<file path="config.mk">
export PLATFORM = sky130hd
export DESIGN_NAME = timestamp_capture
export DESIGN_NICKNAME = d
export VERILOG_FILES = /design/src/rtl/sig_acq_pkg.sv /design/src/rtl/ts_fifo.sv /design/src/rtl/timestamp_capture.sv
export SDC_FILE = /design/constraint.sdc
export NUM_CORES = 1
export LEC_CHECK = 0
export ABC_AREA = 1
export CORE_MARGIN = 2
export CORE_UTILIZATION = 62
export CTS_BUF_LIST = sky130_fd_sc_hd__clkbuf_8
export CTS_CLUSTER_DIAMETER = 120
export DETAILED_ROUTE_END_ITERATION = 6
export GPL_TIMING_DRIVEN = 1
export PLACE_DENSITY_LB_ADDON = 0.25
export SLEW_MARGIN = 40
export SYNTH_ARGS = -nofsm -noshare
export SYNTH_HDL_FRONTEND = slang
export SYNTH_SLANG_ARGS = --single-unit
</file>
<file path="constraint.sdc">
create_clock -name clk -period 6.3 [get_ports clk]
set_input_delay 1.26 -clock clk [delete_from_list [all_inputs] [get_ports clk]]
set_output_delay 1.26 -clock clk [all_outputs]
set_load 0.1 [all_outputs]
</file>
<file path="src/rtl/sig_acq_pkg.sv">
// sig_acq_pkg
//   Definitions shared by the signal-acquisition blocks: timer width, default
//   timestamp FIFO geometry and the packed {epoch, count} timestamp entry.
package sig_acq_pkg;

    localparam int TS_COUNT_W     = 32;
    localparam int DEF_EPOCH_W    = 16;
    localparam int DEF_FIFO_DEPTH = 8;

    // One captured timestamp: wrap epoch above the raw timer value.
    typedef struct packed {
        logic [DEF_EPOCH_W-1:0] epoch;
        logic [TS_COUNT_W-1:0]  count;
    } ts_entry_t;

endpackage

</file>
<file path="src/rtl/ts_fifo.sv">
// ts_fifo
//   Synchronous first-word-fall-through FIFO holding captured timestamps.
//   The head entry is presented on dout in the same cycle valid is high.
//   A push that arrives while the FIFO is full, with no pop on that cycle,
//   is discarded and reported on drop for one cycle.
//
// Ports
//   clk    : clock
//   rst    : asynchronous reset, active low
//   clr    : synchronous flush (has priority over push/pop)
//   push   : write din at the tail
//   pop    : remove the head entry (ignored when empty)
//   din    : entry to write
//   dout   : head entry, zero when empty
//   valid  : FIFO non-empty
//   level  : number of stored entries, 0..DEPTH
//   drop   : push discarded because the FIFO was full
module ts_fifo #(
    parameter int DEPTH = 8,
    parameter int W     = 48
) (
    input  logic                   clk,
    input  logic                   rst,
    input  logic                   clr,
    input  logic                   push,
    input  logic                   pop,
    input  logic [W-1:0]           din,
    output logic [W-1:0]           dout,
    output logic                   valid,
    output logic [$clog2(DEPTH):0] level,
    output logic                   drop
);

    localparam int AW = $clog2(DEPTH);
    localparam int LW = AW + 1;

    logic [W-1:0]  mem_q [DEPTH];
    logic [AW-1:0] wr_ptr_q, wr_ptr_d;
    logic [AW-1:0] rd_ptr_q, rd_ptr_d;
    logic [LW-1:0] level_q,  level_d;

    logic full;
    logic empty;
    logic push_ok;
    logic pop_ok;

    always_comb begin
        empty    = (level_q == '0);
        full     = (level_q == LW'(DEPTH));
        pop_ok   = pop & ~empty;
        // At full a simultaneous pop frees the slot the push is about to use.
        push_ok  = push & (~full | pop_ok);
        wr_ptr_d = wr_ptr_q;
        rd_ptr_d = rd_ptr_q;
        level_d  = level_q;
        drop     = 1'b0;
        if (clr) begin
            wr_ptr_d = '0;
            rd_ptr_d = '0;
            level_d  = '0;
        end else begin
            drop = push & full & ~pop_ok;
            if (push_ok) begin
                wr_ptr_d = wr_ptr_q + AW'(1);
            end
            if (pop_ok) begin
                rd_ptr_d = rd_ptr_q + AW'(1);
            end
            case ({push_ok, pop_ok})
                2'b10:   level_d = level_q + LW'(1);
                2'b01:   level_d = level_q - LW'(1);
                default: level_d = level_q;
            endcase
        end
    end

    always_ff @(posedge clk or negedge rst) begin
        if (!rst) begin
            wr_ptr_q <= '0;
            rd_ptr_q <= '0;
            level_q  <= '0;
        end else begin
            wr_ptr_q <= wr_ptr_d;
            rd_ptr_q <= rd_ptr_d;
            level_q  <= level_d;
        end
    end

    // Storage needs no reset: nothing is read unless level says it was written.
    always_ff @(posedge clk) begin
        if (push_ok && !clr) begin
            mem_q[wr_ptr_q] <= din;
        end
    end

    assign valid = ~empty;
    assign level = level_q;
    assign dout  = empty ? '0 : mem_q[rd_ptr_q];

endmodule

</file>
<file path="src/rtl/timestamp_capture.sv">
// timestamp_capture
//   Captures {epoch, count} of a free-running 32-bit timer on each rising
//   edge of an asynchronous event line and queues it in a FWFT FIFO.
//   The epoch counts timer wraps so captures remain ordered across wraps.
//
//   Optional build macro EVT_GLITCH_FILTER_EN: adds a run-length filter after
//   the synchronizer; the filtered level only follows the synchronized level
//   after 3 consecutive identical samples (edge latency 5 instead of 3).
//
// Ports
//   clk        : clock, shared with the timer
//   rst        : asynchronous reset, active low
//   clr        : synchronous flush of FIFO, epoch, ovf and edge history
//   ena        : capture enable (also gates epoch counting)
//   count      : free-running timer value
//   pulse_full : one-cycle timer wrap pulse, high while count is already 0
//   evt_in     : asynchronous event line
//   ts_data    : {epoch, count} at the FIFO head
//   ts_valid   : FIFO non-empty
//   ts_ready   : consumer accepts the head entry
//   ts_level   : number of queued entries
//   ovf        : sticky flag, an event was dropped because the FIFO was full
module timestamp_capture
    import sig_acq_pkg::*;
#(
    parameter int FIFO_DEPTH = DEF_FIFO_DEPTH,
    parameter int EPOCH_W    = DEF_EPOCH_W
) (
    input  logic                        clk,
    input  logic                        rst,
    input  logic                        clr,
    input  logic                        ena,
    input  logic [TS_COUNT_W-1:0]       count,
    input  logic                        pulse_full,
    input  logic                        evt_in,
    output logic [EPOCH_W+TS_COUNT_W-1:0] ts_data,
    output logic                        ts_valid,
    input  logic                        ts_ready,
    output logic [$clog2(FIFO_DEPTH):0] ts_level,
    output logic                        ovf
);

    localparam int DW = EPOCH_W + TS_COUNT_W;

    logic               sync1_q, sync1_d;
    logic               sync2_q, sync2_d;
    logic               evt_rise_q, evt_rise_d;
    logic [EPOCH_W-1:0] epoch_q, epoch_d;
    logic               ovf_q, ovf_d;

    logic [EPOCH_W-1:0] epoch_eff;
    logic               push;
    logic               fifo_drop;

`ifdef EVT_GLITCH_FILTER_EN
    logic       filt_q, filt_d;
    logic [1:0] run_q, run_d;

    // run_q counts consecutive samples that disagree with the filtered level;
    // the third such sample flips it. The edge is taken from filt_d so the
    // filter adds exactly two cycles to the unfiltered path.
    always_comb begin
        filt_d     = filt_q;
        run_d      = '0;
        evt_rise_d = 1'b0;
        if (clr) begin
            filt_d = sync2_q;
        end else begin
            if (sync2_q != filt_q) begin
                if (run_q == 2'd2) begin
                    filt_d = sync2_q;
                end else begin
                    run_d = run_q + 2'd1;
                end
            end
            evt_rise_d = filt_d & ~filt_q;
        end
    end

    always_ff @(posedge clk or negedge rst) begin
        if (!rst) begin
            filt_q <= 1'b0;
            run_q  <= '0;
        end else begin
            filt_q <= filt_d;
            run_q  <= run_d;
        end
    end
`else
    logic hist_q, hist_d;

    // History always follows the synchronized level, including while ena=0
    // and on clr, so enabling capture never fires on an old edge.
    always_comb begin
        hist_d     = sync2_q;
        evt_rise_d = clr ? 1'b0 : (sync2_q & ~hist_q);
    end

    always_ff @(posedge clk or negedge rst) begin
        if (!rst) begin
            hist_q <= 1'b0;
        end else begin
            hist_q <= hist_d;
        end
    end
`endif

    always_comb begin
        sync1_d   = evt_in;
        sync2_d   = sync1_q;
        // On the wrap-pulse cycle count has already rolled to 0, so the
        // captured epoch must already include this wrap.
        epoch_eff = epoch_q + {{(EPOCH_W-1){1'b0}}, pulse_full};
        push      = evt_rise_q & ena & ~clr;
        epoch_d   = epoch_q;
        ovf_d     = ovf_q;
        if (clr) begin
            epoch_d = '0;
            ovf_d   = 1'b0;
        end else begin
            if (pulse_full && ena) begin
                epoch_d = epoch_q + {{(EPOCH_W-1){1'b0}}, 1'b1};
            end
            if (fifo_drop) begin
                ovf_d = 1'b1;
            end
        end
    end

    always_ff @(posedge clk or negedge rst) begin
        if (!rst) begin
            sync1_q    <= 1'b0;
            sync2_q    <= 1'b0;
            evt_rise_q <= 1'b0;
            epoch_q    <= '0;
            ovf_q      <= 1'b0;
        end else begin
            sync1_q    <= sync1_d;
            sync2_q    <= sync2_d;
            evt_rise_q <= evt_rise_d;
            epoch_q    <= epoch_d;
            ovf_q      <= ovf_d;
        end
    end

    ts_fifo #(
        .DEPTH (FIFO_DEPTH),
        .W     (DW)
    ) u_fifo (
        .clk   (clk),
        .rst   (rst),
        .clr   (clr),
        .push  (push),
        .pop   (ts_ready),
        .din   ({epoch_eff, count}),
        .dout  (ts_data),
        .valid (ts_valid),
        .level (ts_level),
        .drop  (fifo_drop)
    );

    assign ovf = ovf_q;

endmodule

</file>
==> results.py, run 1 <==
metrics = {
    "logic_synthesis": {
        "synthXorXnorAreaFrac_pct": 0.783,
        "synthSimpleGateAreaFrac_pct": 11.4,
        "synth_compound_area_share_pct": 10.5,
        "yosys.cell_count.top_type": "nor2_1",
        "synth_mux_area_share_pct": 0,
        "synthCells": 1331,
        "ys_ff_latch": 415,
        "synth.top_cell.area_share_pct": 68.7,
        "synthTopCellsByArea": "edfxtp_1 (69%), nor2_1 (9.4%), o32ai_1 (5.0%)",
        "async_flop_share_pct": 7.47,
        "synth_top_family_by_area": "simple AND/OR/NAND/NOR gates",
        "synth_edf_count": 384,
        "netlist_area_um2": 16800,
        "yosys.area.top_type": "edfxtp_1",
        "yosys.area_share.adder_pct": 0.522,
        "yosysWarnings": 0,
        "synth-main-ff-cell": "edfxtp_1",
        "avgSynthCellArea_um2": 12.6,
        "ys_seq_area_share_pct": 73.3,
        "synth_common_cells": "nor2_1 (418), edfxtp_1 (384), o21ai_0 (143)",
        "synth_nets": 1377,
        "yosysUniqueCellTypes": 30,
    },
    "clock_tree": {
        "clkSinkCount": 415,
        "clock_tree.buffer_depth": 3,
        "htree_levels": 3,
        "cts_setup_buffers": 0,
        "post_cts_resized": 0,
        "cts_hold_buf": 0,
        "numCtsBuffers": 67,
        "clock_latency_ns": 0.58,
        "clock-root-buffer": "clkbuf_8",
        "clkSlewWorstSetupHoldPaths_ns": 0.06,
        "cts_tree": "built",
    },
    "min_path": {
        "hold_path.class": "flop to flop",
    },
    "final_layout": {
        "multi_input_area_um2": 3960,
        "nets": 1485,
        "drive_gt1_share_pct": 12.3,
        "register_area_um2": 12300,
        "final_cells": 1834,
        "antenna_cells": 0,
        "fill_cells": 1809,
        "syn2layout_area_growth_pct": 13.1,
    },
    "global_route": {
        "grt_pass1_wl_um": 57400,
        "grtUsageTotal_pct": 26.1,
        "grt_remaining_overflow": 0,
        "grt_pass1_vias": 10787,
        "antenna_found_initial": 0,
        "grt_max_degree": 80,
    },
    "sta": {
        "final_hold_viol_count": 0,
        "worstMarginPinSlew_ns": 0.873,
        "holdWs_ns": 0.358,
        "grt_setup_unrepaired": "false",
        "drv_slew": 0,
        "worst_clock_skew_ns": 0.0220,
        "setup_viol_count_final": 0,
        "setup_ws_ns": 1.55,
        "period_share_pct": 75.4,
        "max_slew_margin_pct": 41.8,
        "timing.final.crit_period_ns": 4.75,
        "fmax_mhz": 210,
        "tns_ns": 0,
    },
    "power_and_ir_drop": {
        "p_per_area_nw_per_um2": 464,
        "p_sw_share_pct": 46.5,
        "pwr-share-seq_pct": 35.3,
        "internal_power_mw": 4.71,
        "pwr-share-comb_pct": 41.7,
        "power_frac_clock_pct": 23.0,
        "peakVddDrop_mv": 0.713,
        "p_leak_nw": 6.74,
        "switching_power_mw": 4.10,
    },
    "worst_setup_path": {
        "slowest_stage": "dfrtp_4",
        "path_class": "flop to output pin",
        "path_common_cell": "nor2_1",
        "critical_path.endpoint": "ts_data[2]",
        "cp-startpoint": "u_fifo.rd_ptr_q[0]$_DFFE_PN0P_",
        "crit_arrival_ns": 3.49,
        "worst_r2r_endpoint": "u_fifo.mem_q[5][29]$_DFFE_PP_",
        "cp-start-kind": "flop",
        "rr_worst_depth": 8,
        "worstPathRequired_ns": 5.04,
        "cp_max_fo": 78,
        "r2r-start": "u_fifo.level[0]$_DFFE_PN0P_",
        "critPathCaptureType": "output pin",
        "slowest_delay_ns": 0.67,
        "ff2ff_setup_slack_ns": 3.93,
        "crit_chain": "inv_6, buf_4, nor2_1, o32ai_1, o21ai_0, nor2_1, buf_2",
    },
    "drt": {
        "avgViaCountPerCell": 5.99,
        "drc_errors": 0,
        "drt_first_iter_violations": 1270,
        "via_count": 10993,
        "wirelength_um": 36600,
        "antenna_left": 0,
        "first_pass_iters": 5,
        "post_drt_wl_per_cell_um": 19.9,
    },
    "placed_design": {
        "port_buffers": 92,
        "gp_congestion": 0.790,
        "dp_hpwl_um": 19500,
        "pre_cts_slack_ns": 1.85,
        "placed_cells_incl_taps": 1708,
    },
    "floorplan": {
        "initial_core_util_pct": 62.8,
        "die_h_um": 169,
        "core_area_um2": 26700,
        "dieArea_um2": 28400,
        "num_io_pins": 93,
        "die_x_um": 169,
        "rows": 60,
    },
    "status": {
        "status": "finished clean",
    },
    "flow_run": {
        "cap_viol_max_count": 0,
    },
}
## worst max-delay path, delay by kind of cell, from the launching register on
family          cells  cell delay (ns)
buf+inv             3             1.40
simple gates        2             0.28
compound gates      2             0.54
flops               1             0.67
## final cells by class
| cell class | count | share of cell area (%) |
|---|---|---|
| inverters | 41 | 0.837 |
| flip-flops and latches | 415 | 64.9 |
| well taps | 341 | 2.25 |
| repair buffers | 120 | 5.00 |
| clock buffers | 68 | 4.93 |
| multi-input cells | 794 | 20.9 |
| clock inverters | 55 | 1.25 |
## kinds of logic (layout without fill, tap and decap cells)
kind of cell | Yosys count | in the layout
and+or+nand+nor | 494 | 494
DFF | 415 | 415
xor gates and xnor gates | 15 | 15
AOI/OAI and AO/OA | 278 | 278
buffers and inverters | 122 | 284
adders and majority gates | 7 | 7
## how the worst min path moves through the flow
| stage | end | slack [ns] | cells after the start | start |
|---|---|---|---|---|
| 2_1_floorplan | hist_d$_DFF_PN0_ | 0.33 | 0 | sync1_q$_DFF_PN0_ |
| 3_3_place_gp | hist_d$_DFF_PN0_ | 0.34 | 0 | sync1_q$_DFF_PN0_ |
| 3_5_place_dp | hist_d$_DFF_PN0_ | 0.34 | 0 | sync1_q$_DFF_PN0_ |
| 4_1_cts | hist_d$_DFF_PN0_ | 0.36 | 0 | sync1_q$_DFF_PN0_ |
| 5_1_grt | hist_d$_DFF_PN0_ | 0.37 | 0 | sync1_q$_DFF_PN0_ |
| 6_report | hist_d$_DFF_PN0_ | 0.36 | 0 | sync1_q$_DFF_PN0_ |
## placed cells by master, fill, tap and decap left out, types with 3 or more instances in the layout
cell type        count
nor2_1             412
edfxtp_1           384
o21ai_0            143
o32ai_1             96
clkbuf_8            68
inv_1               65
nand2_1             52
buf_2               50
clkdlybuf4s50_1     38
dfrtp_1             28
buf_4               27
o21ai_1             18
xor2_1              15
a21oi_1             15
clkinv_1            14
nand3_1             10
ha_1                 7
nor2_4               6
clkinv_2             6
clkinvlp_4           5
inv_2                4
nand4_1              3
nor3_2               3
o21a_1               3
buf_12               3
## through the flow
| stage | util [%] | instance area, um^2 | total power [mW] |
|---|---|---|---|
| after global placement | 67.2 | 18000 | 6.99 |
| after floorplan | - | 16800 | 6.18 |
| after CTS | 70.8 | 18900 | 8.82 |
| final | 71.0 | 19000 | 8.80 |
| after detailed placement | 66.4 | 17700 | 6.81 |
| after global routing | 71.0 | 19000 | 9.16 |
## registers in the layout (all words and copies together), names as in the netlist
register         count
hist_q               1
evt_rise_q           1
u_fifo.level         4
u_fifo.rd_ptr_q      3
hist_d               1
ovf                  1
epoch_q             16
u_fifo.mem_q       384
u_fifo.wr_ptr_q      3
sync1_q              1
## per-layer routing
| layer | part of all wire [%] | vias up | track usage [%] |
|---|---|---|---|
| li1 | - | 5057 | - |
| met1 | 42 | 5359 | 37.0 |
| met2 | 48 | 498 | 41.6 |
| met3 | 7.3 | 79 | 3.88 |
| met4 | 2.4 | 0 | 10.1 |
| met5 | 0 | - | 0 |
## power by group through the flow
stage | clock [mW] | combinational [mW] | sequential, mW
floorplan | 0 | 3.01 | 3.17
global placement | 0 | 3.80 | 3.19
detailed placement | 0 | 3.62 | 3.19
CTS | 2.05 | 3.63 | 3.13
global route | 2.17 | 3.88 | 3.11
finish | 2.03 | 3.67 | 3.10
(Power assumes the default switching activity.)
==> inputs of run 2 (changes only) <==
--- a/config.mk
+++ b/config.mk
@@ -7,7 +7,7 @@
 export LEC_CHECK = 0
 export ABC_AREA = 1
 export CORE_MARGIN = 2
-export CORE_UTILIZATION = 62
+export CORE_UTILIZATION = 56
 export CTS_BUF_LIST = sky130_fd_sc_hd__clkbuf_8
 export CTS_CLUSTER_DIAMETER = 120
 export DETAILED_ROUTE_END_ITERATION = 6
==> constraint.sdc (replaced) <==
create_clock -name clk -period 4.3 [get_ports clk]
set_input_delay 0.86 -clock clk [delete_from_list [all_inputs] [get_ports clk]]
set_output_delay 0.86 -clock clk [all_outputs]
set_load 0.1 [all_outputs]
==> results.py, run 2 (synthesis gave the netlist of run 1 again) <==
metrics = {
    "status": {
        "status": "finished clean",
    },
    "power_and_ir_drop": {
        "internal_power_mw": 7.51,
        "pwr-share-comb_pct": 46.1,
        "p_leak_nw": 6.80,
        "pwr-share-seq_pct": 33.1,
        "peakVddDrop_mv": 1.07,
        "switching_power_mw": 6.04,
        "p_sw_share_pct": 44.6,
        "power_frac_clock_pct": 20.8,
        "p_total_mw": 13.5,
        "p_per_area_nw_per_um2": 695,
    },
    "floorplan": {
        "initial_core_util_pct": 56.8,
        "die_x_um": 177,
        "rows": 63,
        "num_io_pins": 93,
        "die_h_um": 177,
        "dieArea_um2": 31400,
        "core_area_um2": 29600,
    },
    "global_route": {
        "grt_pass1_wl_um": 53700,
        "grtUsageTotal_pct": 21.9,
        "grt_remaining_overflow": 0,
        "grt_pass1_vias": 10389,
        "antenna_found_initial": 0,
        "grt_max_degree": 194,
    },
    "final_layout": {
        "final_cells": 1862,
        "antenna_cells": 0,
        "largest_reg_flops": 384,
        "syn2layout_area_growth_pct": 16.2,
        "postLayoutCellArea_um2": 19500,
        "regMostFlops": "u_fifo.mem_q",
        "drive_gt1_share_pct": 12.2,
        "final_common_cell": "nor2_1",
        "final_cell_mix": "nor2_1 (406), edfxtp_1 (384), o21ai_0 (143), o32ai_1 (96), clkbuf_8 (64)",
        "nets": 1470,
        "fin_util_pct": 65.9,
    },
    "flow_run": {
        "cap_viol_max_count": 0,
    },
    "clock_tree": {
        "cts_tree": "built",
        "numCtsBuffers": 61,
        "clock_latency_ns": 0.62,
        "cts_setup_buffers": 0,
        "htree_levels": 2,
        "cts_hold_buf": 0,
        "clock-root-buffer": "clkbuf_8",
        "clkSinkCount": 415,
        "clkSlewWorstSetupHoldPaths_ns": 0.06,
        "clock_tree.buffer_depth": 3,
        "post_cts_resized": 0,
    },
    "sta": {
        "final_hold_viol_count": 0,
        "setup_ws_ns": 0.566,
        "grt_setup_unrepaired": "false",
        "worst_clock_skew_ns": 0.0244,
        "fmax_mhz": 268,
        "max_slew_margin_pct": 43.5,
        "setup_viol_count_final": 0,
        "drv_slew": 0,
        "holdWs_ns": 0.212,
        "period_share_pct": 86.8,
        "tns_ns": 0,
        "timing.final.crit_period_ns": 3.73,
        "worstMarginPinSlew_ns": 0.847,
    },
    "worst_setup_path": {
        "cp_max_fo": 54,
        "slowest_delay_ns": 0.51,
        "worstPathRequired_ns": 3.44,
        "critPathCaptureType": "output pin",
        "path_class": "flop to output pin",
        "cp-startpoint": "u_fifo.rd_ptr_q[0]$_DFFE_PN0P_",
        "slowest_stage": "dfrtp_4",
        "crit_chain": "inv_6, buf_4, nor2_1, o32ai_1, o21ai_0, nor2_2, buf_12",
        "cp-start-kind": "flop",
        "crit_arrival_ns": 2.87,
        "r2r-start": "u_fifo.level[0]$_DFFE_PN0P_",
        "ff2ff_setup_slack_ns": 2.01,
    },
    "drt": {
        "first_pass_iters": 7,
        "antenna_left": 0,
        "avgViaCountPerCell": 5.70,
        "wirelength_um": 34100,
        "via_count": 10613,
        "drc_errors": 0,
        "drt_first_iter_violations": 998,
        "post_drt_wl_per_cell_um": 18.3,
    },
    "placed_design": {
        "dp_hpwl_um": 18400,
        "placed_cells_incl_taps": 1751,
        "pre_cts_slack_ns": 0.733,
        "gp_congestion": 0.795,
        "port_buffers": 92,
        "placed_cell_area_um2": 18400,
    },
    "min_path": {
        "hold_path.class": "input port to asynchronous set/reset pin",
    },
}
-- run 2: routing by layer --
metal  vias to the layer above  global-route usage [%]  routed length, um
met3                        50                    3.50               2000
li1                       5021                       -                  -
met2                       336                    36.9              17000
met4                         0                    6.03                513
met1                      5206                    29.9              14600
met5                         -                       0                  0
-- run 2: layout make-up --
cell class	count	area [um^2]
flip-flops and latches	415	12300
repair buffers	111	1440
clock inverters	47	220
inverters	41	161
well taps	390	488
clock buffers	64	881
multi-input cells	794	3990
fillers	2109	10100
-- run 2: worst paths after layout --
| check | endpoint | depth (start not counted) |
|---|---|---|
| min in group clk | hist_d$_DFF_PN0_ | 0 |
| max in group asynchronous | evt_rise_q$_DFF_PN0_ | 2 |
| max reg2reg | u_fifo.level[3]$_DFFE_PN0P_ | 11 |
| max | ts_data[40] | 7 |
| min reg2reg | hist_d$_DFF_PN0_ | 0 |
| min | epoch_q[2]$_DFFE_PN0P_ | 1 |
-- run 2: critical path: cells and delay by family, from the launching register on --
kind / cells / cell delay, ns
AND/OR/NAND/NOR: 2 / 0.38
AO/OA/AOI/OAI: 2 / 0.35
flip-flops: 1 / 0.51
buffers and inverters: 3 / 0.95
-- run 2: power groups by stage --
| stage | Sequential [mW] | Combinational, mW | Clock [mW] |
|---|---|---|---|
| 2_1_floorplan | 4.64 | 4.42 | 0 |
| 3_3_place_gp | 4.60 | 6.15 | 0 |
| 3_5_place_dp | 4.57 | 6.24 | 0 |
| 4_1_cts | 4.49 | 6.25 | 2.87 |
| 5_1_grt | 4.49 | 6.57 | 3.04 |
| 6_report | 4.49 | 6.24 | 2.82 |
==> inputs of run 3 (changes only) <==
--- a/config.mk
+++ b/config.mk
@@ -7,9 +7,10 @@
 export LEC_CHECK = 0
 export ABC_AREA = 1
 export CORE_MARGIN = 2
-export CORE_UTILIZATION = 56
+export CORE_UTILIZATION = 40
 export CTS_BUF_LIST = sky130_fd_sc_hd__clkbuf_8
 export CTS_CLUSTER_DIAMETER = 120
+export CTS_CLUSTER_SIZE = 24
 export DETAILED_ROUTE_END_ITERATION = 6
 export GPL_TIMING_DRIVEN = 1
 export PLACE_DENSITY_LB_ADDON = 0.25
==> results.py, run 3 (synthesis gave the netlist of run 1 again) <==
metrics = {
    "floorplan": {
        "rows": 75,
        "die_h_um": 209,
        "dieArea_um2": 43600,
        "num_io_pins": 93,
        "initial_core_util_pct": 40.3,
        "core_area_um2": 41700,
        "die_x_um": 209,
    },
    "worst_setup_path": {
        "path_common_cell": "nor2_1",
        "slowest_delay_ns": 0.48,
        "cp-start-kind": "flop",
        "rr_worst_depth": 11,
        "worstPathRequired_ns": 3.44,
        "ff2ff_setup_slack_ns": 1.94,
        "slowest_stage": "dfrtp_4",
        "r2r-start": "u_fifo.level[1]$_DFFE_PN0P_",
        "cp.depth": 7,
        "critical_path.top_delay_family": "buffers and inverters",
        "cp_max_fo": 140,
        "path_class": "flop to output pin",
        "crit_buf_inv": 3,
        "crit_chain": "buf_12, buf_16, nor2_1, o32ai_1, nor2_1, nor2_1, buf_4",
        "critPathCaptureType": "output pin",
        "cp-startpoint": "u_fifo.rd_ptr_q[0]$_DFFE_PN0P_",
        "crit_arrival_ns": 3.12,
    },
    "clock_tree": {
        "post_cts_resized": 0,
        "clkSinkCount": 415,
        "htree_levels": 1,
        "clock-root-buffer": "clkbuf_8",
        "clock_latency_ns": 0.58,
        "numCtsBuffers": 21,
        "clock_tree.buffer_depth": 3,
        "cts_tree": "built",
        "clkSlewWorstSetupHoldPaths_ns": 0.14,
        "cts_hold_buf": 0,
        "cts_setup_buffers": 0,
    },
    "sta": {
        "timing.final.crit_period_ns": 3.98,
        "drv_slew": 0,
        "worstMarginPinSlew_ns": 0.801,
        "fmax_mhz": 251,
        "max_slew_margin_pct": 46.4,
        "period_share_pct": 92.6,
        "setup_viol_count_final": 0,
        "final_hold_viol_count": 0,
        "worst_clock_skew_ns": 0.0217,
        "tns_ns": 0,
        "grt_setup_unrepaired": "false",
    },
    "final_layout": {
        "final_cell_mix": "nor2_1 (406), edfxtp_1 (384), o21ai_0 (143), o32ai_1 (96), nand2_1 (52)",
        "syn2layout_area_growth_pct": 13.3,
        "nets": 1442,
        "final_common_cell": "nor2_1",
        "largest_reg_flops": 384,
        "regMostFlops": "u_fifo.mem_q",
        "postLayoutCellArea_um2": 19000,
        "drive_gt1_share_pct": 9.69,
    },
    "global_route": {
        "antenna_found_initial": 1,
        "grt_pass1_vias": 10028,
        "grt_pass1_wl_um": 57700,
        "grt_max_degree": 194,
        "grt_remaining_overflow": 0,
        "grtUsageTotal_pct": 16.8,
    },
    "drt": {
        "wirelength_um": 36900,
        "avgViaCountPerCell": 5.31,
        "antenna_left": 0,
        "first_pass_iters": 5,
        "post_drt_wl_per_cell_um": 19.0,
        "drt_first_iter_violations": 863,
        "via_count": 10331,
        "drc_errors": 0,
    },
    "power_and_ir_drop": {
        "p_leak_nw": 6.42,
        "p_per_area_nw_per_um2": 655,
        "peakVddDrop_mv": 0.710,
    },
    "placed_design": {
        "port_buffers": 92,
        "gp_congestion": 0.752,
        "placed_cell_area_um2": 18600,
        "dp_hpwl_um": 21800,
    },
    "min_path": {
        "hold_path.class": "flop to flop",
        "hold_start": "sync1_q$_DFF_PN0_",
        "whs_path_depth": 0,
    },
    "flow_run": {
        "cap_viol_max_count": 0,
    },
    "status": {
        "status": "finished clean",
    },
}
==> run 3: path summary, 6_finish.rpt <==
check / end
max: ts_data[41]
min: hist_d$_DFF_PN0_
max reg2reg: u_fifo.level[3]$_DFFE_PN0P_
min reg2reg: hist_d$_DFF_PN0_
max in group asynchronous: u_fifo.rd_ptr_q[0]$_DFFE_PN0P_
min in group asynchronous: u_fifo.level[0]$_DFFE_PN0P_
==> run 3: cell type report <==
cell class                      count  area [um^2]
Inverter                           41          160
Tap cell                          539          674
Clock inverter                     10         53.8
Multi-Input combinational cell    794         3980
Timing Repair Buffer              123         1520
Antenna cell                        1         2.50
Fill cell                        3741        22700
Clock buffer                       21          289
Sequential cell                   415        12300
==> run 3: power by group <==
| part | total [mW] | internal [mW] | switching, mW |
|---|---|---|---|
| clock network | 1.61 | 0.470 | 1.14 |
| logic | 6.34 | 1.72 | 4.62 |
| registers | 4.49 | 4.42 | 0.0706 |
==> run 3: worst register-to-register path: cells and delay by family (launching register included) <==
family / cells / cell delay (ns)
AND/OR/NAND/NOR: 9 / 1.42
flip-flops: 1 / 0.46
adder cells (fa/ha/maj): 1 / 0.33
buffers and inverters: 1 / 0.08
==> run 3: stage by stage <==
stage / power, mW / instances / hold slack (ns) / utilization (%) / setup slack [ns]
after floorplan: 9.06 / 1331 / 0.331 / - / 0.0241
after global placement: 10.9 / 1911 / 0.335 / 44.8 / 0.722
final: 12.4 / 1944 / 0.366 / 45.6 / 0.316
after CTS: 12.5 / 1942 / 0.369 / 45.5 / 0.347
after global routing: 13.0 / 1944 / 0.381 / 45.6 / 0.146
after detailed placement: 10.9 / 1911 / 0.336 / 44.7 / 0.655
==> run 3: routing by layer <==
metal  vias up  GRT usage, %  wire [um]
met3        29          2.43       1810
met1      5161          24.0      17200
met2       226          27.6      17500
met5         -             0          0
li1       4915             -          -
met4         0          2.93        452
==> RTL change 1, RTL diff (config.mk and constraints of run 3) <==
Add a define of `EVT_GLITCH_FILTER_EN`.
--- a/src/rtl/timestamp_capture.sv
+++ b/src/rtl/timestamp_capture.sv
@@ -20,6 +20,8 @@
 //   ts_ready   : consumer accepts the head entry
 //   ts_level   : number of queued entries
 //   ovf        : sticky flag, an event was dropped because the FIFO was full
+`define EVT_GLITCH_FILTER_EN
+
 module timestamp_capture
     import sig_acq_pkg::*;
 #(
Formal check against the unedited RTL: not equivalent (Yosys sat finds a counterexample within 10 cycles, from zero or initial values and one cycle with rst low).
==> RTL change 1 against run 3 <==
Cell count rose by 0.67%. Sequential share of layout area fell by 0.20 points. Critical path depth did not move. Wire length rose by 0.37%. Final area rose by 0.72%. Worst hold slack got worse by 0.16 ns. Worst setup slack improved by 0.066 ns. Critical endpoint is now ts_data[33]. Sequential cell count rose by 2. Area after synthesis rose by 0.48%. Via count rose by 0.44%. Power fell by 10%.
==> RTL change 1: results (changes against run 3) <==
| Metric | Value |
|---|---|
| Status | `complete, no violations (unchanged)` |
| Crit path max-delay cell type | `dfrtp_4 (unchanged)` |
| Initial antenna violation count | `0 (was 1)` |
| Synth Area in XOR/XNOR | `0.008312 (was 0.007829)` |
| Post-Synth Adder-Cell Area | `0.005195 (was 0.005220)` |
| Drt first pass iters | `5 (unchanged)` |
| GRT met1 Usage | `0.2434 (was 0.2404)` |
| Number of global-route vias before repair | `9916 (was 10030)` |
| Root Driver | `clkbuf_8 (unchanged)` |
| Share of cells above drive strength 1 | `0.08886 (was 0.09687)` |
| Max-slew headroom at the worst pin | `0.4939 (was 0.4644)` |
| Via density | `5.302 (was 5.314)` |
| Most frequent cells after synthesis | `nor2_1, edfxtp_1, o21ai_0 (unchanged)` |
| Clk_skew | `0.03674 ns (was 0.02174 ns)` |
| CTS Buf Count | `21 (unchanged)` |
| Ant diodes | `0 (was 1)` |
| EDFF count, synth | `384 (unchanged)` |
| Async SR Flop Fraction | `0.07914 (was 0.07470)` |
| Met3 Resource Use GR | `0.01766 (was 0.02435)` |
| Leakage | `6.469 nW (was 6.419 nW)` |
| GRT Overall Usage | `0.1679 (was 0.1677)` |
| CP Max Fanout | `57 (was 140)` |
| Largest net degree at the start of global routing | `102 (was 194)` |
| Max FFs per register | `384 (unchanged)` |
| Netlist cell types | `27 (was 30)` |
| Clk buf depth | `3 (unchanged)` |
| First-pass GRT wire length | `57.40 mm (was 57.73 mm)` |
| Fillers | `3693 (was 3741)` |
| WP data arrival | `3.06 ns (was 3.12 ns)` |
| Post-CTS setup buffer count | `0 (unchanged)` |
| GPL Wtd Cong | `0.8275 (was 0.7517)` |
| Multiplexer area fraction after synthesis | `0 (unchanged)` |
| R2r setup slk | `1.91 ns (was 1.94 ns)` |
| DRT iter0 DRCs | `855 (was 863)` |
| Port bufs | `92 (unchanged)` |
| Hpwl dp | `20.17 mm (was 21.78 mm)` |
| Clock Latency Late Sink | `0.58 ns (about the same)` |
| Clock transition at path regs | `0.14 ns (about the same)` |
| Worst vdd ir | `691.8 µV (was 710.0 µV)` |
| Synth Area in Compound Gates | `0.1060 (was 0.1054)` |
| Worst stage delay on the critical path | `0.74 ns (was 0.48 ns)` |
| Post_cts resized | `0 (unchanged)` |
| Post-synthesis sequential area ratio | `0.7329 (was 0.7334)` |
| Synth top area cells | `edfxtp_1, nor2_1, o32ai_1 (unchanged)` |
| Synth warnings | `0 (unchanged)` |
| HP Class | `primary input to asynchronous set/reset pin (was register to register)` |
| Biggest register | `u_fifo.mem_q (unchanged)` |
| Top_reg_cell synth | `edfxtp_1 (unchanged)` |
| Routed Wire Length | `37.08 mm (was 36.94 mm)` |
| H-tree depth | `1 (unchanged)` |
| Layout Nets | `1450 (was 1442)` |
| Met2 Usage GRT | `0.2793 (was 0.2764)` |
| Syn nets | `1391 (was 1377)` |
| Top-count cell post-synth | `nor2_1 (unchanged)` |
RTL change 1: critical path: cells and delay by family (launching register included):
kind,cells,cell delay [ns]
and+or+nand+nor,2,0.38
buffers and inverters,3,0.92
AOI/OAI and AO/OA,2,0.37
DFF,1,0.74
RTL change 1: cells by family after synthesis:
family,Yosys count
AOI/OAI and AO/OA,284
xor gates and xnor gates,16
adders and majority gates,7
buffers and inverters,124
DFF,417
and+or+nand+nor,497
RTL change 1: cell type report:
cell class	instances	area share
clock buffer	21	0.01510
multi-input combinational	804	0.2094
inverter	41	0.008433
sequential	417	0.6461
timing repair buffer	119	0.08198
clock inverter	16	0.003792
tap	539	0.03524
RTL change 1: report_power, final:
part / internal (mW) / switching, mW / leakage, nW
combinational: 1.39 / 3.59 / 2.34
sequential: 4.45 / 0.0965 / 3.89
clock: 0.475 / 1.16 / 0.238
total: 6.31 / 4.84 / 6.47
RTL change 1: final timing paths:
| check | start | endpoint | depth (start not counted) |
|---|---|---|---|
| max in group asynchronous | rst | epoch_q[10] | 2 |
| setup reg to reg | u_fifo.level[0] | u_fifo.level[3] | 12 |
| setup / recovery | u_fifo.rd_ptr_q[0] | ts_data[33] | 7 |
| hold reg to reg | sync1_q | sync2_q | 0 |
| hold / removal | rst | u_fifo.level[0] | 1 |
| min in group clk | sync1_q | sync2_q | 0 |
RTL change 1: metrics by stage:
| step | instance area, µm² | cells | hold slack (ns) | power [mW] | setup WS, ns |
|---|---|---|---|---|---|
| 2_1_floorplan | 16870 | 1345 | 0.3312 | 8.081 | 0.02823 |
| 3_3_place_gp | 18790 | 1919 | 0.3349 | 9.639 | 0.9965 |
| 3_5_place_dp | 18780 | 1920 | 0.3381 | 9.644 | 0.9382 |
| 4_1_cts | 19140 | 1957 | 0.1863 | 11.25 | 0.3508 |
| 5_1_grt | 19140 | 1957 | 0.1948 | 11.61 | 0.1731 |
| 6_report | 19140 | 1957 | 0.2065 | 11.16 | 0.3823 |
RTL change 1: routing by layer:
metal | wire length [µm] | vias to the layer above | part of all wire
met5 | 0 | - | 0
met4 | 435 | 0 | 0.012
met3 | 1833 | 31 | 0.049
met2 | 17660 | 229 | 0.48
met1 | 17150 | 5159 | 0.46
li1 | - | 4957 | -
==> RTL change 2, RTL diff (flow settings as in run 3) <==
Made on the original files. Put a register stage on the output `ts_level`, without a reset. The value now appears one clock later. The other outputs are not delayed to match.
--- a/src/rtl/timestamp_capture.sv
+++ b/src/rtl/timestamp_capture.sv
@@ -41,6 +41,8 @@
 );
 
     localparam int DW = EPOCH_W + TS_COUNT_W;
+
+    logic [$clog2(FIFO_DEPTH):0] ts_level_d;
 
     logic               sync1_q, sync1_d;
     logic               sync2_q, sync2_d;
@@ -155,11 +157,15 @@
         .din   ({epoch_eff, count}),
         .dout  (ts_data),
         .valid (ts_valid),
-        .level (ts_level),
+        .level (ts_level_d),
         .drop  (fifo_drop)
     );
 
     assign ovf = ovf_q;
 
+    always_ff @(posedge clk) begin
+        ts_level <= ts_level_d;
+    end
+
 endmodule
 
Behaviour: not the same (a bounded check fails within 10 cycles, from zero or initial values and one cycle with rst low).
==> RTL change 2 against run 3 <==
Wire length shrank 0.38%. Final area is 0.11% higher. Sequential cell count increased by 4. Area after synthesis about the same. Worst setup slack improved by 0.28 ns. Power down 12%. Combinational power shrank 24%. Critical path type unchanged. Clock skew grew 0.013 ns. Highest routed layer unchanged.
==> RTL change 2: results (changes against run 3) <==
| Metric | Value |
|---|---|
| Placed Area | `18660 µm² (was 18630 µm²)` |
| Largest net degree at the start of global routing | `83 (was 194)` |
| GRT Overall Usage | `0.1659 (was 0.1677)` |
| Worst vdd ir | `277.3 µV (was 710.0 µV)` |
| CP Max Fanout | `65 (was 140)` |
| Post-synthesis sequential area ratio | `0.7376 (was 0.7334)` |
| P_sw | `4.726 mW (was 5.830 mW)` |
| GPL Wtd Cong | `0.8009 (was 0.7517)` |
| Synth top area cells | `edfxtp_1, nor2_1, o32ai_1 (unchanged)` |
| WP data arrival | `2.84 ns (was 3.12 ns)` |
| EDFF count, synth | `384 (unchanged)` |
| Initial antenna violation count | `0 (was 1)` |
| Netlist cell types | `28 (was 30)` |
| Layout Nets | `1443 (was 1442)` |
| Routed Wire Length | `36.80 mm (was 36.94 mm)` |
| Clk_skew | `0.03435 ns (was 0.02174 ns)` |
| Pre-CTS WS | `0.8435 ns (was 0.6550 ns)` |
| Leakage | `6.470 nW (was 6.419 nW)` |
| Min Clock Period, post-route | `3.702 ns (was 3.984 ns)` |
| Via density | `5.307 (was 5.314)` |
| Worst-margin pin slew | `0.7764 ns (was 0.8007 ns)` |
| Async SR Flop Fraction | `0.07399 (was 0.07470)` |
| Vias | `10350 (was 10330)` |
| Status | `complete, no violations (unchanged)` |
| Hpwl dp | `21.01 mm (was 21.78 mm)` |
| First-pass GRT wire length | `57.36 mm (was 57.73 mm)` |
## RTL change 2: cell count changes in the layout (fill, tap and decap cells not counted), moves of 5 or more
cell / delta
nor3_1: +5
inv_1: +6
o21ai_0: -10
o21ai_1: +8
nor2_2: -6
## RTL change 2: routing by layer
layer	track usage	wire, µm	vias to the layer above	share of wire
met5	0	0	-	0
met4	0.02882	506	0	0.014
met3	0.01849	1659	31	0.045
met2	0.2757	17380	244	0.47
met1	0.2398	17250	5146	0.47
li1	-	-	4932	-
## RTL change 2: kinds of logic after synthesis
group	after synthesis	synth area share
and+or+nand+nor	495	0.1132
DFF	419	0.7376
AOI/OAI and AO/OA	275	0.1044
buffers and inverters	119	0.03122
xor gates and xnor gates	16	0.008345
adders and majority gates	7	0.005215
## RTL change 2: stage by stage
stage | util | hold slack (ns)
floorplan | - | 0.3312
global placement | 0.4478 | 0.3333
detailed placement | 0.4478 | 0.3441
CTS | 0.4565 | 0.3781
global route | 0.4565 | 0.3871
finish | 0.4566 | 0.3750
## RTL change 2: power by group through the flow
stage / clock network, mW / registers (mW) / logic [mW]
after global placement: 0 / 4.65 / 4.81
after floorplan: 0 / 4.69 / 3.29
after CTS: 1.68 / 4.54 / 4.85
after detailed placement: 0 / 4.63 / 4.84
after global routing: 1.82 / 4.55 / 5.08
final: 1.62 / 4.54 / 4.82
## RTL change 2: layout make-up
class / instances / area (µm²)
fillers: 3745 / 22640
flip-flops and latches: 419 / 12400
repair buffers: 123 / 1481
well taps: 539 / 674.4
inverters: 39 / 151.4
diodes: 1 / 2.502
clock inverters: 16 / 72.57
multi-input cells: 793 / 3956
clock buffers: 21 / 289.0
## RTL change 2: path summary, 6_finish.rpt
| path | cells after the start | start | endpoint |
|---|---|---|---|
| worst min-delay path | 0 | sync1_q | hist_d |
| worst max-delay path | 6 | u_fifo.rd_ptr_q[0] | ts_data[41] |
| min in group asynchronous | 1 | rst | u_fifo.level[1] |
| worst min register to register | 0 | sync1_q | hist_d |
| max in group asynchronous | 2 | rst | epoch_q[5] |
| worst max register to register | 11 | u_fifo.level[0] | u_fifo.level[3] |
## RTL change 2: critical path, cell delays in order (launching register included)
cell,delay [ns]
dfrtp_4,0.49
buf_4,0.55
nor2_1,0.12
o32ai_1,0.28
o21ai_1,0.09
nor2_1,0.47
buf_12,0.25
